File: src/rtl/multicycle_control_unit_if.sv
`default_nettype none
// +----------------------------------------------------------------------------+
// | Module   : multicycle_control_unit_if                                      |
// | Brief    : Bus bundle around the multi-cycle control unit: instruction   |
// |            fetch handshake, data-memory handshake, ALU operand/result     |
// |            path and A/D register-file ports.                              |
// |            master = control unit, slave = memories/ALU/register file.    |
// | Revision : 1.0  initial release                                           |
// +----------------------------------------------------------------------------+
interface multicycle_control_unit_if #(
  parameter int WIDTH    = 16,
  parameter int PC_WIDTH = 16
);

  // Instruction memory
  logic [WIDTH-1:0]    instr;
  logic                instr_valid;
  logic                instr_req;
  logic [PC_WIDTH-1:0] pc;

  // Register file and ALU
  logic [WIDTH-1:0]    reg_a_in;
  logic [WIDTH-1:0]    reg_d_in;
  logic [WIDTH-1:0]    alu_result;
  logic [WIDTH-1:0]    x;
  logic [WIDTH-1:0]    y;
  logic [6:0]          opcode;
  logic                instr_type;
  logic                reg_a_en;
  logic                reg_d_en;
  logic [WIDTH-1:0]    reg_wdata;

  // Data memory
  logic                mem_req;
  logic                mem_we;
  logic [WIDTH-1:0]    mem_addr;
  logic [WIDTH-1:0]    mem_wdata;
  logic [WIDTH-1:0]    mem_rdata;
  logic                mem_ready;

  // Control flow / status
  logic                set_pc;
  logic                illegal;

  modport master (
    input  instr, instr_valid, reg_a_in, reg_d_in, alu_result, mem_rdata, mem_ready,
    output instr_req, pc, x, y, opcode, instr_type, reg_a_en, reg_d_en, reg_wdata,
           mem_req, mem_we, mem_addr, mem_wdata, set_pc, illegal
  );

  modport slave (
    output instr, instr_valid, reg_a_in, reg_d_in, alu_result, mem_rdata, mem_ready,
    input  instr_req, pc, x, y, opcode, instr_type, reg_a_en, reg_d_en, reg_wdata,
           mem_req, mem_we, mem_addr, mem_wdata, set_pc, illegal
  );

endinterface
`default_nettype wire

File: src/rtl/multicycle_control_unit.sv
`default_nettype none
// +----------------------------------------------------------------------------+
// | Module   : multicycle_control_unit                                         |
// | Brief    : Multi-cycle FETCH/DECODE/EXEC/WRITEBACK sequencer for 16-bit    |
// |            A/C instructions with valid/ready instruction and data memory  |
// |            handshakes, M-operand reads/writes and conditional jumps.      |
// |            Optional macro ILLEGAL_TRAP_EN: traps C-type words whose       |
// |            instr[14:13] prefix is not 11 to TRAP_VEC and raises a sticky  |
// |            illegal flag; without it such words execute as normal C-type.  |
// |            The bus interface instance must use the same WIDTH/PC_WIDTH.   |
// | Revision : 1.0  initial release                                           |
// +----------------------------------------------------------------------------+
module multicycle_control_unit #(
  parameter int                  WIDTH    = 16,
  parameter int                  PC_WIDTH = 16,
  parameter logic [PC_WIDTH-1:0] TRAP_VEC = '0
) (
  input wire                        clk,
  input wire                        rst_n,
  multicycle_control_unit_if.master cu_bus
);

  // State encoding
  localparam logic [2:0] c_FETCH  = 3'd0;
  localparam logic [2:0] c_DECODE = 3'd1;
  localparam logic [2:0] c_MEM_RD = 3'd2;
  localparam logic [2:0] c_EXEC   = 3'd3;
  localparam logic [2:0] c_WB     = 3'd4;
  localparam logic [2:0] c_MEM_WR = 3'd5;

  localparam logic [PC_WIDTH-1:0] c_PC_ONE    = PC_WIDTH'(1);
  localparam logic [WIDTH-1:0]    c_BIT15_CLR = ~(WIDTH'(1) << 15);

  // Architectural / sequencing registers
  logic [2:0]          state_q, state_d;
  logic                run_q;
  logic [PC_WIDTH-1:0] pc_q, pc_d;
  logic [WIDTH-1:0]    ir_q, ir_d;      // instruction register
  logic [WIDTH-1:0]    mdr_q, mdr_d;    // memory data register (M operand)
  logic [WIDTH-1:0]    acap_q, acap_d;  // A value captured at decode
  logic [WIDTH-1:0]    r_q, r_d;        // ALU result latched in EXEC
  logic [WIDTH-1:0]    xh_q, xh_d;      // ALU operands held through WB
  logic [WIDTH-1:0]    yh_q, yh_d;

  // Combinational output values
  logic                w_instr_req;
  logic [WIDTH-1:0]    w_x;
  logic [WIDTH-1:0]    w_y;
  logic [6:0]          w_opcode;
  logic                w_reg_a_en;
  logic                w_reg_d_en;
  logic [WIDTH-1:0]    w_reg_wdata;
  logic                w_mem_req;
  logic                w_mem_we;
  logic [WIDTH-1:0]    w_mem_addr;
  logic [WIDTH-1:0]    w_mem_wdata;
  logic                w_set_pc;

  // Decode helpers
  logic                w_is_ctype;
  logic                w_a_bit;
  logic [WIDTH-1:0]    w_a_imm;
  logic [WIDTH-1:0]    w_y_sel;
  logic [PC_WIDTH-1:0] w_jump_target;
  logic                w_r_neg;
  logic                w_r_zero;
  logic                w_r_pos;
  logic                w_jump_taken;
  logic                w_illegal_instr;

  assign w_is_ctype    = ir_q[15];
  assign w_a_bit       = ir_q[12];
  assign w_a_imm       = ir_q & c_BIT15_CLR;
  assign w_y_sel       = w_a_bit ? mdr_q : cu_bus.reg_a_in;
  assign w_jump_target = PC_WIDTH'(acap_q);

  // Result sign classification for the jump condition (R treated as signed)
  assign w_r_neg      = r_q[WIDTH-1];
  assign w_r_zero     = (r_q == '0);
  assign w_r_pos      = !w_r_neg && !w_r_zero;
  assign w_jump_taken = (ir_q[2] && w_r_neg) || (ir_q[1] && w_r_zero) || (ir_q[0] && w_r_pos);

`ifdef ILLEGAL_TRAP_EN
  logic r_illegal_q;
  logic w_trap;

  assign w_illegal_instr = w_is_ctype && (ir_q[14:13] != 2'b11);
  assign w_trap          = (state_q == c_DECODE) && w_illegal_instr;

  // Sticky illegal-instruction flag, cleared only by reset
  always_ff @(posedge clk or negedge rst_n) begin
    if (!rst_n) begin
      r_illegal_q <= 1'b0;
    end else if (w_trap) begin
      r_illegal_q <= 1'b1;
    end
  end

  assign cu_bus.illegal = r_illegal_q;
`else
  assign w_illegal_instr = 1'b0;
  assign cu_bus.illegal  = 1'b0;
`endif

  // Next-state and output decode for the instruction sequencer
  always_comb begin
    state_d     = state_q;
    pc_d        = pc_q;
    ir_d        = ir_q;
    mdr_d       = mdr_q;
    acap_d      = acap_q;
    r_d         = r_q;
    xh_d        = xh_q;
    yh_d        = yh_q;
    w_instr_req = 1'b0;
    w_x         = '0;
    w_y         = '0;
    w_opcode    = '0;
    w_reg_a_en  = 1'b0;
    w_reg_d_en  = 1'b0;
    w_reg_wdata = '0;
    w_mem_req   = 1'b0;
    w_mem_we    = 1'b0;
    w_mem_addr  = '0;
    w_mem_wdata = '0;
    w_set_pc    = 1'b0;

    case (state_q)
      c_FETCH: begin
        // run_q keeps instr_req low until the first clock after reset release
        w_instr_req = run_q;
        if (run_q && cu_bus.instr_valid) begin
          ir_d    = cu_bus.instr;
          state_d = c_DECODE;
        end
      end

      c_DECODE: begin
        if (!w_is_ctype) begin
          // A-type: load the immediate into A and move on
          w_reg_a_en  = 1'b1;
          w_reg_wdata = w_a_imm;
          pc_d        = pc_q + c_PC_ONE;
          state_d     = c_FETCH;
        end else if (w_illegal_instr) begin
          // Trapped word: no register or memory side effects
          w_set_pc = 1'b1;
          pc_d     = TRAP_VEC;
          state_d  = c_FETCH;
        end else begin
          // A is captured here so jump target and M address ignore any A write in WB
          acap_d = cu_bus.reg_a_in;
          if (w_a_bit) begin
            w_mem_req  = 1'b1;
            w_mem_addr = cu_bus.reg_a_in;
            state_d    = c_MEM_RD;
          end else begin
            state_d = c_EXEC;
          end
        end
      end

      c_MEM_RD: begin
        w_mem_req  = 1'b1;
        w_mem_addr = acap_q;
        if (cu_bus.mem_ready) begin
          mdr_d   = cu_bus.mem_rdata;
          state_d = c_EXEC;
        end
      end

      c_EXEC: begin
        w_x      = cu_bus.reg_d_in;
        w_y      = w_y_sel;
        w_opcode = ir_q[12:6];
        xh_d     = cu_bus.reg_d_in;
        yh_d     = w_y_sel;
        r_d      = cu_bus.alu_result;
        state_d  = c_WB;
      end

      c_WB: begin
        w_x         = xh_q;
        w_y         = yh_q;
        w_opcode    = ir_q[12:6];
        w_reg_wdata = r_q;
        w_reg_a_en  = ir_q[5];
        w_reg_d_en  = ir_q[4];
        if (w_jump_taken) begin
          w_set_pc = 1'b1;
          pc_d     = w_jump_target;
        end else begin
          pc_d = pc_q + c_PC_ONE;
        end
        if (ir_q[3]) begin
          w_mem_req   = 1'b1;
          w_mem_we    = 1'b1;
          w_mem_addr  = acap_q;
          w_mem_wdata = r_q;
          state_d     = c_MEM_WR;
        end else begin
          state_d = c_FETCH;
        end
      end

      c_MEM_WR: begin
        w_mem_req   = 1'b1;
        w_mem_we    = 1'b1;
        w_mem_addr  = acap_q;
        w_mem_wdata = r_q;
        if (cu_bus.mem_ready) begin
          state_d = c_FETCH;
        end
      end

      default: begin
        state_d = c_FETCH;
      end
    endcase
  end

  // Sequencer state and datapath latches; reset drops any in-flight request
  always_ff @(posedge clk or negedge rst_n) begin
    if (!rst_n) begin
      state_q <= c_FETCH;
      run_q   <= 1'b0;
      pc_q    <= '0;
      ir_q    <= '0;
      mdr_q   <= '0;
      acap_q  <= '0;
      r_q     <= '0;
      xh_q    <= '0;
      yh_q    <= '0;
    end else begin
      state_q <= state_d;
      run_q   <= 1'b1;
      pc_q    <= pc_d;
      ir_q    <= ir_d;
      mdr_q   <= mdr_d;
      acap_q  <= acap_d;
      r_q     <= r_d;
      xh_q    <= xh_d;
      yh_q    <= yh_d;
    end
  end

  assign cu_bus.instr_req  = w_instr_req;
  assign cu_bus.pc         = pc_q;
  assign cu_bus.x          = w_x;
  assign cu_bus.y          = w_y;
  assign cu_bus.opcode     = w_opcode;
  assign cu_bus.instr_type = ir_q[15];
  assign cu_bus.reg_a_en   = w_reg_a_en;
  assign cu_bus.reg_d_en   = w_reg_d_en;
  assign cu_bus.reg_wdata  = w_reg_wdata;
  assign cu_bus.mem_req    = w_mem_req;
  assign cu_bus.mem_we     = w_mem_we;
  assign cu_bus.mem_addr   = w_mem_addr;
  assign cu_bus.mem_wdata  = w_mem_wdata;
  assign cu_bus.set_pc     = w_set_pc;

endmodule
`default_nettype wire

File: src/flat_wrapper.sv
// flat-port wrapper written by rule: the top's interface ports become plain ports
module multicycle_control_unit_flat 
#(
  parameter int                  WIDTH    = 16,
  parameter int                  PC_WIDTH = 16,
  parameter logic [PC_WIDTH-1:0] TRAP_VEC = '0
)
  (clk, rst_n, cu_bus_instr, cu_bus_instr_valid, cu_bus_reg_a_in, cu_bus_reg_d_in, cu_bus_alu_result, cu_bus_mem_rdata, cu_bus_mem_ready, cu_bus_instr_req, cu_bus_pc, cu_bus_x, cu_bus_y, cu_bus_opcode, cu_bus_instr_type, cu_bus_reg_a_en, cu_bus_reg_d_en, cu_bus_reg_wdata, cu_bus_mem_req, cu_bus_mem_we, cu_bus_mem_addr, cu_bus_mem_wdata, cu_bus_set_pc, cu_bus_illegal);
  multicycle_control_unit_if #(.WIDTH(WIDTH), .PC_WIDTH(PC_WIDTH)) cu_bus_i ();
  input wire clk;
  input wire rst_n;
  input wire logic [$bits(cu_bus_i.instr)-1:0] cu_bus_instr;
  input wire logic [$bits(cu_bus_i.instr_valid)-1:0] cu_bus_instr_valid;
  input wire logic [$bits(cu_bus_i.reg_a_in)-1:0] cu_bus_reg_a_in;
  input wire logic [$bits(cu_bus_i.reg_d_in)-1:0] cu_bus_reg_d_in;
  input wire logic [$bits(cu_bus_i.alu_result)-1:0] cu_bus_alu_result;
  input wire logic [$bits(cu_bus_i.mem_rdata)-1:0] cu_bus_mem_rdata;
  input wire logic [$bits(cu_bus_i.mem_ready)-1:0] cu_bus_mem_ready;
  output wire logic [$bits(cu_bus_i.instr_req)-1:0] cu_bus_instr_req;
  output wire logic [$bits(cu_bus_i.pc)-1:0] cu_bus_pc;
  output wire logic [$bits(cu_bus_i.x)-1:0] cu_bus_x;
  output wire logic [$bits(cu_bus_i.y)-1:0] cu_bus_y;
  output wire logic [$bits(cu_bus_i.opcode)-1:0] cu_bus_opcode;
  output wire logic [$bits(cu_bus_i.instr_type)-1:0] cu_bus_instr_type;
  output wire logic [$bits(cu_bus_i.reg_a_en)-1:0] cu_bus_reg_a_en;
  output wire logic [$bits(cu_bus_i.reg_d_en)-1:0] cu_bus_reg_d_en;
  output wire logic [$bits(cu_bus_i.reg_wdata)-1:0] cu_bus_reg_wdata;
  output wire logic [$bits(cu_bus_i.mem_req)-1:0] cu_bus_mem_req;
  output wire logic [$bits(cu_bus_i.mem_we)-1:0] cu_bus_mem_we;
  output wire logic [$bits(cu_bus_i.mem_addr)-1:0] cu_bus_mem_addr;
  output wire logic [$bits(cu_bus_i.mem_wdata)-1:0] cu_bus_mem_wdata;
  output wire logic [$bits(cu_bus_i.set_pc)-1:0] cu_bus_set_pc;
  output wire logic [$bits(cu_bus_i.illegal)-1:0] cu_bus_illegal;
  assign cu_bus_i.instr = cu_bus_instr;
  assign cu_bus_i.instr_valid = cu_bus_instr_valid;
  assign cu_bus_i.reg_a_in = cu_bus_reg_a_in;
  assign cu_bus_i.reg_d_in = cu_bus_reg_d_in;
  assign cu_bus_i.alu_result = cu_bus_alu_result;
  assign cu_bus_i.mem_rdata = cu_bus_mem_rdata;
  assign cu_bus_i.mem_ready = cu_bus_mem_ready;
  assign cu_bus_instr_req = cu_bus_i.instr_req;
  assign cu_bus_pc = cu_bus_i.pc;
  assign cu_bus_x = cu_bus_i.x;
  assign cu_bus_y = cu_bus_i.y;
  assign cu_bus_opcode = cu_bus_i.opcode;
  assign cu_bus_instr_type = cu_bus_i.instr_type;
  assign cu_bus_reg_a_en = cu_bus_i.reg_a_en;
  assign cu_bus_reg_d_en = cu_bus_i.reg_d_en;
  assign cu_bus_reg_wdata = cu_bus_i.reg_wdata;
  assign cu_bus_mem_req = cu_bus_i.mem_req;
  assign cu_bus_mem_we = cu_bus_i.mem_we;
  assign cu_bus_mem_addr = cu_bus_i.mem_addr;
  assign cu_bus_mem_wdata = cu_bus_i.mem_wdata;
  assign cu_bus_set_pc = cu_bus_i.set_pc;
  assign cu_bus_illegal = cu_bus_i.illegal;
  multicycle_control_unit #(.WIDTH(WIDTH), .PC_WIDTH(PC_WIDTH), .TRAP_VEC(TRAP_VEC)) u_core (.clk(clk), .rst_n(rst_n), .cu_bus(cu_bus_i));
endmodule
File: config.mk
export PLATFORM = sky130hd
export DESIGN_NAME = multicycle_control_unit_flat
export DESIGN_NICKNAME = d
export VERILOG_FILES = /design/src/rtl/multicycle_control_unit_if.sv /design/src/rtl/multicycle_control_unit.sv /design/src/flat_wrapper.sv
export SDC_FILE = /design/constraint.sdc
export NUM_CORES = 1
export LEC_CHECK = 0
export ABC_AREA = 1
export CAP_MARGIN = 10
export CORE_UTILIZATION = 45
export CTS_CLUSTER_SIZE = 28
export DETAILED_ROUTE_END_ITERATION = 16
export PLACE_DENSITY = 0.9
export SLEW_MARGIN = 20
export SYNTH_ARGS = -nofsm -noshare
export SYNTH_HDL_FRONTEND = slang
export SYNTH_SLANG_ARGS = --single-unit
File: constraint.sdc
create_clock -name clk -period 2.8 [get_ports clk]
set_input_delay 0.7 -clock clk [delete_from_list [all_inputs] [get_ports clk]]
set_output_delay 0.7 -clock clk [all_outputs]
set_load 0.02 [all_outputs]
Word-level counts from Yosys, hierarchy flattened
Cells that the tools add are included.
Widths: inputs -> output; s select.
{"block": "op_classes", "addsub": 1, "div_mod_pow": 0, "reduce_logical": 19, "n_shift": 0, "n_eq_ne": 9, "magnitude_cmp": 0, "mux": 33, "n_bitwise": 0, "mul": 0}
{"op": "$pmux 16 s2", "count": 5}
{"op": "$mux 16", "count": 7}
{"op": "$pmux 16 s3", "count": 1}
{"op": "$pmux 3 s6", "count": 1}
{"op": "$add 16x1->16 const B", "count": 1}
{"op": "$logic_not 16->1", "count": 1}
{"op": "$mux 15", "count": 1}
{"op": "$mux 3", "count": 5}
{"op": "$mux 1", "count": 9}
{"op": "$reduce_and 2->1", "count": 4}
{"op": "$mux 7", "count": 1}
{"op": "$eq 3x2->1 const B", "count": 2}
{"op": "$eq 3x3->1 const B", "count": 2}
{"op": "$ne 2x2->1 const B", "count": 3}
{"op": "$logic_and 1x1->1", "count": 5}
{"op": "$pmux 1 s2", "count": 2}
{"op": "$reduce_or 2->1", "count": 2}
{"op": "$eq 3x1->1 const B", "count": 1}
{"op": "$logic_not 3->1", "count": 1}
{"op": "$pmux 1 s3", "count": 1}
{"op": "$reduce_and 3->1", "count": 1}
{"op": "$logic_not 1->1", "count": 2}
{"op": "$logic_or 1x1->1", "count": 2}
{"op": "$ne 2x1->1 const B", "count": 1}
{"op": "$reduce_bool 2->1", "count": 1}
{"block": "word_totals", "ramBits": 0, "input_bits": 84, "output_inout_bits": 111, "mem_count": 0, "register_bits": 116, "rom_bits": 0, "wordCells": 71, "latchBits": 0}

Longest topological paths before layout
{"block": "depth", "ltp_word": 7, "mapped_depth": 11, "mapped_depth_nobuf": 10}

Worst setup path after synthesis
OpenSTA, ideal clock, no wires.
{"block": "synth_path", "path_kind": "flip-flop to output port", "start": "reg u_core.state_q[1]", "end": "out cu_bus_mem_addr[10]", "stages_incl_launch_ff": 11, "n_path_buf": 1, "setup_slack_ps": 573, "arrival_time_ps": 1527, "required_time_ps": 2100, "cell_sequence": "dfrtp_1 -> inv_2 -> nand2_2 -> nor2_8 -> inv_4 -> nor2_4 -> nor2_4 -> inv_2 -> nor2_4 -> buf_6 -> o22ai_2"}
{"block": "synth_via", "elab_chain_cells": 3, "elab_cells_between_ends": 6, "cone_classes": "eq/ne (4); mux (1); reduce/logical (1)"}
{"element": "start: declaration", "line": "multicycle_control_unit.sv:35", "source": "logic [2:0] state_q, state_d;"}
{"element": "start signal: assignment", "line": "multicycle_control_unit.sv:225", "source": "state_q <= c_FETCH;"}
{"element": "start signal: assignment", "line": "multicycle_control_unit.sv:235", "source": "state_q <= state_d;"}
{"element": "$eq 3x2->1 / $eq 3x3->1 (equally long branches)", "line": "multicycle_control_unit.sv:128", "source": "case (state_q)"}
{"element": "$reduce_or 2->1 (no source line)"}
{"element": "$pmux 16 s3 (*)", "line": "multicycle_control_unit.sv:128"}
{"element": "end: declaration", "line": "flat_wrapper.sv:30", "source": "output wire logic [$bits(cu_bus_i.mem_addr)-1:0] cu_bus_mem_addr;"}
Every way passes the cells marked *; elsewhere a longest branch is shown, timed or not.

Final worst setup path
{"block": "layout_path", "start": "reg u_core.state_q[1]", "end": "out cu_bus_x[1]"}
{"block": "layout_via", "elab_chain_cells": 2, "elab_cells_between_ends": 3, "cone_classes": "eq/ne (2); mux (1)"}
{"element": "$eq 3x3->1 / $eq 3x2->1 (equally long branches)", "line": "multicycle_control_unit.sv:128"}
{"element": "$pmux 16 s2 (*)", "line": "multicycle_control_unit.sv:128"}
{"element": "end: declaration", "line": "flat_wrapper.sv:21", "source": "output wire logic [$bits(cu_bus_i.x)-1:0] cu_bus_x;"}
Marks and branches as above.

==> flow_metrics.env <==
export IMPL_status="completed"
export IMPL_antenna_cells=0
export IMPL_clkSinkCount=116
export IMPL_worstSetupPathType="reg2out"
export IMPL_wl_per_cell_um=15.5
export IMPL_synth_area_per_cell_um2=7.97
export IMPL_dr_pass1_iters=7
export IMPL_switching_share_pct=41.8
export IMPL_worstMarginPinSlew_ps=638
export IMPL_dieArea_mm2=0.0138
export IMPL_syn_nets=838
export IMPL_synth_top_cell_by_area="dfrtp_1"
export IMPL_drive_above_1_share_pct=19.0
export IMPL_period_share_pct=97.9
export IMPL_finalPower_w=0.00886
export IMPL_hold_violations=0
export IMPL_antenna_found_initial=0
export IMPL_synth_seq_cells=116
export IMPL_io_pin_count=195
export IMPL_vias_per_cell=5.07
export IMPL_synth_top_cells_by_area="dfrtp_1 (48%), nand2_1 (11%), o21ai_0 (9.5%)"
export IMPL_cts_root_buf="clkbuf_16"
export IMPL_synthFlopType="dfrtp_1"
export IMPL_remaining_drc_errors=0
export IMPL_gp_congestion=0.853
export IMPL_area_growth_pct=41.3
export IMPL_finalCriticalPeriod_ps=2740
export IMPL_track_usage_pct=26.7
export IMPL_fin_util_pct=66.2
export IMPL_power_per_cell_area_mw_per_mm2=1040
export IMPL_hpwl_um=12600
export IMPL_grt_max_degree=54
export IMPL_synth_distinct_cells=35
export IMPL_peakVddDrop_mv=0.539
export IMPL_final_area_mm2=0.00849
export IMPL_io_buffers=193
export IMPL_die_h_um=118
export IMPL_ys_seq_area_share_pct=48.3
export IMPL_r2r_end="u_core.cu_bus.pc[11]"
export IMPL_drtAntennaViolNets=0
export IMPL_slowest_delay_ps=430
export IMPL_r2r_cells=8
export IMPL_seqPwrFrac_pct=32.6
export IMPL_clockBufferDepth=2
export IMPL_clock_power_share_pct=21.8
export IMPL_overflow=0
export IMPL_leakage_nw=4.25
export IMPL_cp_max_fo=34
export IMPL_intPower_w=0.00516
export IMPL_grt_pass1_vias=5593
export IMPL_combPwrFrac_pct=45.6
export IMPL_synth_common_cells="nand2_1 (169), dfrtp_1 (116), o21ai_0 (114)"
export IMPL_cap_violations=0
export IMPL_rr_startpoint="u_core.state_q[1]"
export IMPL_worstPathCellList="inv_2, nand2_2, nor2_8, inv_4, buf_4, o21ai_0, clkdlybuf4s15_1"
export IMPL_via_count=5835
export IMPL_clk_pin_slew_ps=50
export IMPL_syn_area_mm2=0.00600
export IMPL_cts_made_buffers=17
export IMPL_hold_buffers=0
export IMPL_rows=41
export IMPL_netlist_instances=753
export IMPL_crit_path_top_delay_cell="dfrtp_1"
export IMPL_core_mm2=0.0128
export IMPL_dpl_cell_area_mm2=0.00824
export IMPL_slew_limit_headroom_pct=57.3
export IMPL_insertion_delay_ps=410
export IMPL_end_kind="output pin"
export IMPL_yosys_warnings=0
export IMPL_synth_edf_count=0
export IMPL_initial_core_util_pct=46.8
export IMPL_timing_fmax_mhz=365
export IMPL_layout_nets=1052
export IMPL_htree_levels=4
export IMPL_min_path_type="in2async"
export IMPL_startpoint_type="flop"
export IMPL_setup_viol=0
export IMPL_synth_most_common_cell="nand2_1"
export IMPL_async_flop_share_pct=100
export IMPL_drv_slew=0
export IMPL_skew_ps=5.96
export IMPL_first_iter_violations=373
export IMPL_drt_total_wl_um=17900
export IMPL_synth_top_area_share_pct=48.3
export IMPL_required_ps=2100
export IMPL_cts_tree="built"
export IMPL_die_w_um=118
export IMPL_power_switching_w=0.00370
export IMPL_grt_pass1_wl_um=28800
export IMPL_rrSetupSlack_ps=820
export IMPL_critPathArrivalTime_ps=2040
layout by cell type (no fill, tap or decap), types with 2 or more instances in the layout:
cell,instances
nor2_4,5
mux2_1,6
nand2_1,169
dlygate4sd2_1,8
o21ai_1,5
clkbuf_8,4
dfrtp_1,115
buf_4,38
o22ai_1,15
nor3_1,5
xor2_1,6
clkbuf_2,60
buf_2,8
nor3_4,2
o22ai_2,12
nand2_2,2
inv_2,7
clkbuf_16,17
mux2_2,15
clkdlybuf4s15_1,9
nand4_1,3
inv_1,110
conb_1,2
clkdlybuf4s50_1,100
buf_12,3
nand3_1,39
nor2_1,61
clkinv_2,6
xnor2_1,4
o21ai_0,114
a21oi_1,11
clkbuf_1,5
power by group through the flow:
stage | Combinational [W] | Sequential, W | Clock [W]
after floorplan | 0.00252 | 0.00287 | 0
after global placement | 0.00412 | 0.00285 | 0
after detailed placement | 0.00423 | 0.00288 | 0
after CTS | 0.00411 | 0.00287 | 0.00196
after global routing | 0.00444 | 0.00296 | 0.00204
final | 0.00404 | 0.00289 | 0.00193
sequential cells by signal (all words and copies together), names as in the netlist:
signal and cells:
u_core.acap_q 16, u_core.cu_bus.pc 16, u_core.ir_q 16, u_core.mdr_q 16, u_core.r_q 16, u_core.xh_q 16, u_core.yh_q 16, u_core.state_q 3
u_core.run_q 1
cell families after synthesis:
| family | synth area share (%) |
|---|---|
| AND/OR/NAND/NOR | 20.7 |
| AO/OA/AOI/OAI | 14.9 |
| buffers and inverters | 10.4 |
| flip-flops | 48.3 |
| multiplexers | 3.94 |
| XOR/XNOR | 1.46 |
| other | 0.125 |
| adder cells (fa/ha/maj) | 0.208 |
area by class of cell:
| type | count | area [µm²] |
|---|---|---|
| repair buffers | 230 | 1890 |
| well taps | 172 | 215 |
| fillers | 1061 | 4340 |
| clock buffers | 26 | 499 |
| inverters | 119 | 450 |
| multi-input cells | 483 | 2500 |
| clock inverters | 5 | 25.0 |
| flip-flops and latches | 116 | 2900 |
worst max-delay path: cells and delay by family, from the launching register on:
family,cells,cell delay (ps)
AO/OA/AOI/OAI,1,200
buffers and inverters,4,750
AND/OR/NAND/NOR,2,220
flip-flops,1,430
stage by stage:
stage,instances,setup TNS [ps],setup slack [ps],hold WS [ps]
2_1_floorplan,753,0,573,404
3_3_place_gp,1115,-1560,-230,465
3_5_place_dp,1115,-1670,-198,474
4_1_cts,1151,0,0.976,290
5_1_grt,1151,-40.1,-6.58,314
6_report,1151,0,59.3,274
worst max-delay path by stage:
stage	end	slack, ps	cells past startpoint	start
floorplan	cu_bus_mem_addr[10]	570	10	u_core.state_q[1]
global placement	cu_bus_y[1]	-230	6	cu_bus_reg_a_in[1]
detailed placement	cu_bus_y[1]	-200	6	cu_bus_reg_a_in[1]
CTS	cu_bus_mem_addr[10]	1	11	u_core.state_q[1]
global route	cu_bus_x[7]	-7	7	u_core.state_q[1]
finish	cu_bus_x[1]	60	7	u_core.state_q[1]
per-layer routing:
metal  track usage [%]  wire (µm)
met1              33.6       7540
met4              13.1        594
met2              43.8       8780
met5                 0          0
met3              5.47        959
repair_timing:
item / CTS / global route
hold endpoints to repair: 0 / 0
pin swaps: 3 / 1
setup endpoints to repair: 89 / 71
resized for setup: 123 / 161
buffers inserted: 5 / 0
No activity file was read; power rests on OpenSTA's default activity.
